$ cat src/rtl/seq_table_timer.sv
// ============================================================================
// Module   : seq_table_timer
// Purpose  : Table-driven pulse-sequence timer with repeat, loop and abort.
// Revision : 1.0 - initial release
// ============================================================================
`default_nettype none

module seq_table_timer #(
  parameter  int NSEG    = 8,
  parameter  int CNT_W   = 16,
  parameter  int OUT_W   = 8,
  parameter  int REP_W   = 8,
  localparam int c_IDX_W = $clog2(NSEG)
) (
  input  logic               i_clk_sys,
  input  logic               i_rst_n,
  input  logic [c_IDX_W-1:0] i_load_idx,
  input  logic [CNT_W-1:0]   i_load_time,
  input  logic [OUT_W-1:0]   i_load_mask,
  input  logic               i_load_en,
  input  logic               i_start,
  input  logic               i_stop,
  input  logic               i_cont_mode,
  input  logic [REP_W-1:0]   i_rep_cfg,
  output logic [OUT_W-1:0]   o_seq_out,
  output logic [c_IDX_W-1:0] o_seg_idx,
  output logic               o_busy,
  output logic               o_seg_end,
  output logic               o_done,
  output logic               o_aborted,
  output logic               o_load_err
);

  typedef enum logic [0:0] {
    S_IDLE = 1'b0,
    S_RUN  = 1'b1
  } state_t;

  state_t             r_state;
  state_t             w_state_nxt;
  logic [CNT_W-1:0]   r_time [NSEG];
  logic [OUT_W-1:0]   r_mask [NSEG];
  logic [CNT_W-1:0]   r_cnt;
  logic [CNT_W-1:0]   w_cnt_nxt;
  logic [c_IDX_W-1:0] r_seg;
  logic [c_IDX_W-1:0] w_seg_nxt;
  logic [REP_W-1:0]   r_pass;
  logic [REP_W-1:0]   w_pass_nxt;
  logic               r_cont;
  logic               w_cont_nxt;
  logic [OUT_W-1:0]   r_seq_out;
  logic [OUT_W-1:0]   w_seq_nxt;
  logic               r_done;
  logic               w_done_nxt;
  logic               r_aborted;
  logic               w_abort_nxt;
  logic               r_load_err;
  logic [c_IDX_W-1:0] w_nxt_idx;
  logic               w_last_seg;
  logic               w_seg_end;

  // The table has no reset: contents survive a reset so a run can be replayed.
  always_ff @(posedge i_clk_sys) begin
    if (i_load_en && (r_state == S_IDLE)) begin
      r_time[i_load_idx] <= i_load_time;
      r_mask[i_load_idx] <= i_load_mask;
    end
  end

  // A zero duration beyond segment 0 terminates the pass early.
  always_comb begin
    w_nxt_idx  = '0;
    w_last_seg = 1'b1;
    if (r_seg != c_IDX_W'(NSEG - 1)) begin
      w_nxt_idx  = r_seg + c_IDX_W'(1);
      w_last_seg = (r_time[w_nxt_idx] == '0);
    end
  end

  assign w_seg_end = (r_state == S_RUN) && (r_cnt == '0);

  always_comb begin
    w_state_nxt = r_state;
    w_cnt_nxt   = r_cnt;
    w_seg_nxt   = r_seg;
    w_pass_nxt  = r_pass;
    w_cont_nxt  = r_cont;
    w_seq_nxt   = r_seq_out;
    w_done_nxt  = 1'b0;
    w_abort_nxt = 1'b0;
    case (r_state)
      S_IDLE: begin
        if (i_start && !i_stop && (r_time[0] != '0)) begin
          w_state_nxt = S_RUN;
          w_cnt_nxt   = r_time[0] - CNT_W'(1);
          w_seg_nxt   = '0;
          w_seq_nxt   = r_mask[0];
          w_pass_nxt  = i_rep_cfg;
          w_cont_nxt  = i_cont_mode;
        end
      end
      S_RUN: begin
        if (i_stop) begin
          w_state_nxt = S_IDLE;
          w_cnt_nxt   = '0;
          w_seg_nxt   = '0;
          w_seq_nxt   = '0;
          w_abort_nxt = 1'b1;
        end else if (r_cnt != '0) begin
          w_cnt_nxt = r_cnt - CNT_W'(1);
        end else if (!w_last_seg) begin
          w_seg_nxt = w_nxt_idx;
          w_cnt_nxt = r_time[w_nxt_idx] - CNT_W'(1);
          w_seq_nxt = r_mask[w_nxt_idx];
        end else if (r_cont || (r_pass != '0)) begin
          w_seg_nxt = '0;
          w_cnt_nxt = r_time[0] - CNT_W'(1);
          w_seq_nxt = r_mask[0];
          if (!r_cont) begin
            w_pass_nxt = r_pass - REP_W'(1);
          end
        end else begin
          w_state_nxt = S_IDLE;
          w_cnt_nxt   = '0;
          w_seg_nxt   = '0;
          w_seq_nxt   = '0;
          w_done_nxt  = 1'b1;
        end
      end
      default: w_state_nxt = S_IDLE;
    endcase
  end

  always_ff @(posedge i_clk_sys or negedge i_rst_n) begin
    if (!i_rst_n) begin
      r_state    <= S_IDLE;
      r_cnt      <= '0;
      r_seg      <= '0;
      r_pass     <= '0;
      r_cont     <= 1'b0;
      r_seq_out  <= '0;
      r_done     <= 1'b0;
      r_aborted  <= 1'b0;
      r_load_err <= 1'b0;
    end else begin
      r_state    <= w_state_nxt;
      r_cnt      <= w_cnt_nxt;
      r_seg      <= w_seg_nxt;
      r_pass     <= w_pass_nxt;
      r_cont     <= w_cont_nxt;
      r_seq_out  <= w_seq_nxt;
      r_done     <= w_done_nxt;
      r_aborted  <= w_abort_nxt;
      r_load_err <= i_load_en && (r_state == S_RUN);
    end
  end

  assign o_seq_out  = r_seq_out;
  assign o_seg_idx  = r_seg;
  assign o_busy     = (r_state == S_RUN);
  assign o_seg_end  = w_seg_end;
  assign o_done     = r_done;
  assign o_aborted  = r_aborted;
  assign o_load_err = r_load_err;

endmodule

`default_nettype wire

$ cat config.mk
export PLATFORM = sky130hd
export DESIGN_NAME = seq_table_timer
export DESIGN_NICKNAME = d
export VERILOG_FILES = /design/src/rtl/seq_table_timer.sv
export SDC_FILE = /design/constraint.sdc
export NUM_CORES = 1
export LEC_CHECK = 0
export CORE_MARGIN = 4
export CORE_UTILIZATION = 30
export DETAILED_ROUTE_END_ITERATION = 7
export SLEW_MARGIN = 30
export SYNTH_ARGS = -nofsm -noshare
export SYNTH_HDL_FRONTEND = slang
export SYNTH_SLANG_ARGS = --single-unit
$ cat constraint.sdc
create_clock -name i_clk_sys -period 8.1 [get_ports i_clk_sys]
set_input_delay 1.62 -clock i_clk_sys [delete_from_list [all_inputs] [get_ports i_clk_sys]]
set_output_delay 1.62 -clock i_clk_sys [all_outputs]
set_load 0.01 [all_outputs]
# Word level (Yosys, flattened, before mapping)
# Memories as Yosys holds them, arrays and structs flattened.
# Index checks and enable logic that the tools add are counted.
# W data, S select, Z words.
[word_totals] reg_bits=40 ram_bits=192 out_inout_bits=16 wordCells=81 n_memories=2
[classes] add_sub_neg=5 eq_ne=8 mux=41 bitwise_logic=1 n_reduce_logical=15
[memory_table] name="r_time" words=8 word_bits=16 read_ports=3 rd_clocked_by_memory_dff=0 write_ports=1 line_no="41" text="logic [CNT_W-1:0] r_time [NSEG];"
[memory_table] name="r_mask" words=8 word_bits=8 read_ports=2 rd_clocked_by_memory_dff=0 write_ports=1 line_no="42" text="logic [OUT_W-1:0] r_mask [NSEG];"
[ops] op="$mux W8" count=11
[ops] op="$mux W16" count=5
[ops] op="$sub A16 B1 Y16 const B" count=3
[ops] op="$logic_not A16 Y1" count=2
[ops] op="$pmux W16 S2" count=1
[ops] op="$pmux W8 S2" count=2
[ops] op="$reduce_bool A16 Y1" count=2
[ops] op="$mux W1" count=15
[ops] op="$mux W3" count=5
[ops] op="$reduce_bool A8 Y1" count=1
[ops] op="$sub A8 B1 Y8 const B" count=1
[ops] op="$ne A2 B1 Y1 const B" count=3
[ops] op="$ne A2 B2 Y1 const B" count=3
[ops] op="$ne A3 B3 Y1 const B" count=2
[ops] op="$pmux W3 S2" count=1
[ops] op="$reduce_and A6 Y1" count=1
[ops] op="$logic_and A1 B1 Y1" count=5
[ops] op="$reduce_and A2 Y1" count=2
[ops] op="$add A3 B1 Y3 const B" count=1
[ops] op="$pmux W1 S2" count=1
[ops] op="$logic_not A1 Y1" count=1
[ops] op="$logic_or A1 B1 Y1" count=1
[ops] op="$not A1 Y1" count=1

# Logic depth before layout (Yosys ltp)
# An unclocked memory read counts as a cell.
[depth] word_depth=8 mapped_depth=15 depth_no_buf=12

# Least setup slack after synthesis
# OpenSTA, ideal clock, no wires.
[synth_timing] path_type="input-to-reg" startpoint="in i_load_idx[0]" endpoint="mem r_mask[2][0] (enable)" setup_time_ns=0.468 arrival_ns=4.067 required_time_ns=7.632 path_slack_ns=3.565 path_stages=1 path_buffers=0 path_cell_list="nor4_1"
[synth_rtl] item="start, declared" line_no="17" text="input logic [c_IDX_W-1:0] i_load_idx,"
[synth_rtl] item="end, declared" line_no="42"
# No word-level cell before the write port.

# Worst setup path in the final report
[layout_timing] startpoint="reg r_seg[0] (netlist: o_seg_idx[0])" endpoint="reg r_pass[4]"
[layout_via] elab_chain_cells=6 word_cells_on_any_way=7 cone_classes="add/sub (1); eq/ne (2); mux (1); reduce/logical (2); memory (1)"
[layout_lines] item="start, declared" line_no="45" text="logic [c_IDX_W-1:0] r_seg;"
[layout_lines] item="start signal, assigned" line_no="148" text="r_seg <= w_seg_nxt;"
[layout_lines] item="$add A3 B1 Y3" line_no="75" text="w_nxt_idx = r_seg + c_IDX_W'(1);"
[layout_lines] item="$mem_v2 Z8 W16"
[layout_lines] item="$logic_not A16 Y1" line_no="76" text="w_last_seg = (r_time[w_nxt_idx] == '0);"
[layout_lines] item="$mux W1 (*)" line_no="74" text="if (r_seg != c_IDX_W'(NSEG - 1)) begin"
[layout_lines] item="$ne A2 B1 Y1 (no source line) (*)"
[layout_lines] item="$reduce_and A6 Y1 (no source line) (*)"
[layout_lines] item="end signal, assigned" line_no="149" text="r_pass <= w_pass_nxt;"
[layout_lines] item="end, declared" line_no="47" text="logic [REP_W-1:0] r_pass;"
# Every way passes the cells marked *; elsewhere a longest branch is shown, timed or not.
# A chain may end at the register's enable or synchronous reset.

==> results.yml <==
placed_design:
  dp_hpwl_mm: 21.6
  io_buffers: 56
  dpl_worst_slack_ns: 3.30
  place.gp.congestion: 0.877
  dp_cells: 1451
clocking:
  h-tree-depth: 1
  clock_path_buffers: 3
  cts_resized: 0
  post-cts-setup-buffer-count: 0
  clk_pin_slew_ns: 0.06
  cts-buffers-inserted: 25
  cts_root_buffer: "clkbuf_16"
  cts_hold_buf: 0
  cts_sinks: 232
  cts_tree: "yes"
  worstSkewPairLatency_ns: 0.55
min_path:
  hold_path_class: "flip-flop to flip-flop"
sta:
  fin_crit_sh_pct: 60.6
  slew_violations: 0
  worst_pin_slew_ns: 0.973
  max_freq_mhz: 204
  hold_viol: 0
  setup_ws_ns: 3.19
  setup_viol: 0
  rsz0062_at_grt: "no"
  fin_crit_ns: 4.91
  slew_headroom_pct: 34.5
  final.setup.tns_ns: 0
  skew_ns: 0.0209
critical_path:
  critPathTopFamily: "compound AO/OA/AOI/OAI gates"
  arrival_ns: 5.36
  start_kind: "flip-flop"
  crit_buf_inv: 2
  cp.required_ns: 8.56
  cp_cell_sequence: "ha_1, ha_1, nand2b_1, buf_4, nor2_1, o41ai_1, o22ai_2, or2_1, buf_4, o41ai_4, a21oi_1, a21oi_1"
  slowest_stage: "nand2b_1"
  critPathKind: "flip-flop to flip-flop"
  slowest_delay_ns: 0.85
  crit_fanout: 28
  cp-end-kind: "flip-flop"
cells_and_area:
  nNetsFinal: 1022
  areaGrowthSynthToFinish_pct: 17.6
  final_util_pct: 36.0
  antenna_cells: 0
  seqCellArea_sq_um: 6770
  multi_input_area_sq_um: 4250
  final_cells: 1497
  nFillCells: 3616
  drive_above_1_share_pct: 11.6
logic_synthesis:
  synth.area.top_cells: "edfxtp_1 51%, dfrtp_1 8.8%, a21oi_1 2.5%"
  synthCells: 929
  async_flop_share_pct: 17.2
  yosysSeqAreaShare_pct: 59.7
  synth_warnings: 0
  synth.distinct_cells: 78
  synthFlopType: "edfxtp_1"
  synth_area_leader_cell: "edfxtp_1"
  syn-num-nets: 977
  synth_top_area_share_pct: 50.9
  avgSynthCellArea_sq_um: 12.2
  synthTopCellsByCount: "192 x edfxtp_1, 75 x nand2_1, 57 x a21oi_1"
  ys_ff_latch: 232
  syn_area_sq_um: 11300
  yosysMostFrequentCell: "edfxtp_1"
  synth-edff-count: 192
routing:
  viasPerCell: 5.46
  dr_wl_met2_mm: 14.4
  top_layer: "met4"
  met3_length_mm: 2.48
  drc: 0
  routedWlPerCell_um: 21.4
  drtPass1Iterations: 5
  ant_nets: 0
  wl_mm: 32.0
  route.vias.total: 8168
  wl_met1_mm: 14.3
  first_iter_violations: 762
floorplan:
  core-area_sq_um: 37000
  row_count: 70
  start_util_pct: 30.7
  fp.dieW_um: 202
  io_pins: 57
  die-height_um: 202
  dieArea_sq_um: 41000
job:
  cap_viol_max_count: 0
global_routing:
  grt_max_degree: 81
  grt_pass1_wl_mm: 48.6
  grtUsageTotal_pct: 15.1
  antenna_found_initial: 0
  overflow: 0
  grt_pass1_vias: 8018
pwr:
  p_leak_nw: 4.32
  powerDensity_nw_per_um2: 218
  ir_drop_v: 0.000148
  power_w: 0.00290
status:
  status: "completed"
## cell usage in the layout, fill, tap and decap left out, types with 19 or more instances in the layout
master	n
nand2b_1	22
nand3_1	27
nor3_1	27
mux2i_1	19
or3_1	31
nor2_1	37
nor4_1	28
clkdlybuf4s50_1	55
clkbuf_16	25
o221ai_1	22
xnor2_1	24
inv_1	22
nand2_1	75
edfxtp_1	192
a21oi_1	57
o21ai_0	27
dfrtp_1	39
mux2_2	19
## worst register-to-register path, stage by stage (launching register included)
cell	delay (ns)
dfrtp_4	0.55
ha_1	0.19
ha_1	0.77
nand2b_1	0.86
buf_4	0.44
nor2_1	0.08
o41ai_1	0.09
o22ai_2	0.21
or2_1	0.28
buf_4	0.23
o41ai_4	0.82
a21oi_1	0.16
a21oi_1	0.15
## per-layer routing
layer,vias to the layer above,GRT usage (%)
met4,0,4.36
li1,3732,-
met3,61,3.51
met1,4068,21.5
met2,307,23.1
met5,-,0
## flip-flops by register name, indices dropped and copies added (netlist names)
register,count
o_seg_idx,3
o_load_err,1
r_mask,64
o_busy,1
r_cont,1
r_time,128
o_done,1
o_seq_out,8
r_pass,8
r_cnt,16
o_aborted,1
## final cells by class
class / instances / area share (%)
inverters: 24 / 0.676
well taps: 504 / 4.73
flip-flops and latches: 232 / 50.8
clock inverters: 18 / 1.92
clock buffers: 28 / 4.78
multi-input cells: 618 / 31.9
repair buffers: 73 / 5.15
## final timing paths
path / endpoint / slack, ns / cells after the start / startpoint
setup / recovery: r_pass[4] / 3.19 / 12 / o_seg_idx[0]
setup reg to reg: r_pass[4] / 3.19 / 12 / o_seg_idx[0]
hold / removal: o_seq_out[2] / 0.49 / 2 / o_seq_out[2]
max in group asynchronous: o_seg_idx[0] / 6.61 / 1 / i_rst_n
min in group asynchronous: o_seg_idx[1] / 1.07 / 1 / i_rst_n
hold reg to reg: o_seq_out[2] / 0.49 / 2 / o_seq_out[2]
## metrics by stage
stage	hold slack (ns)	cell area, sq um
6_report	0.489	13300
5_1_grt	0.524	13300
4_1_cts	0.487	13300
3_5_place_dp	0.475	12400
3_3_place_gp	0.471	12400
2_1_floorplan	0.509	11300
## logic make-up after synthesis
kind of cell	after synthesis	synth area share [%]
adder cells (fa/ha/maj)	7	0.773
AND/OR/NAND/NOR	311	14.7
buffers and inverters	79	3.32
XOR/XNOR	32	2.47
multiplexers	47	5.35
AO/OA/AOI/OAI	221	13.7
flip-flops	232	59.7
## where the power goes
| part | total [W] | leakage (nW) | internal [W] | switching, W |
|---|---|---|---|---|
| Clock | 0.00123 | 0.434 | 0.000760 | 0.000475 |
| Sequential | 0.00141 | 2.23 | 0.00135 | 0.0000544 |
| Combinational | 0.000258 | 1.66 | 0.000113 | 0.000145 |
Power figures use the tool's default switching activity.
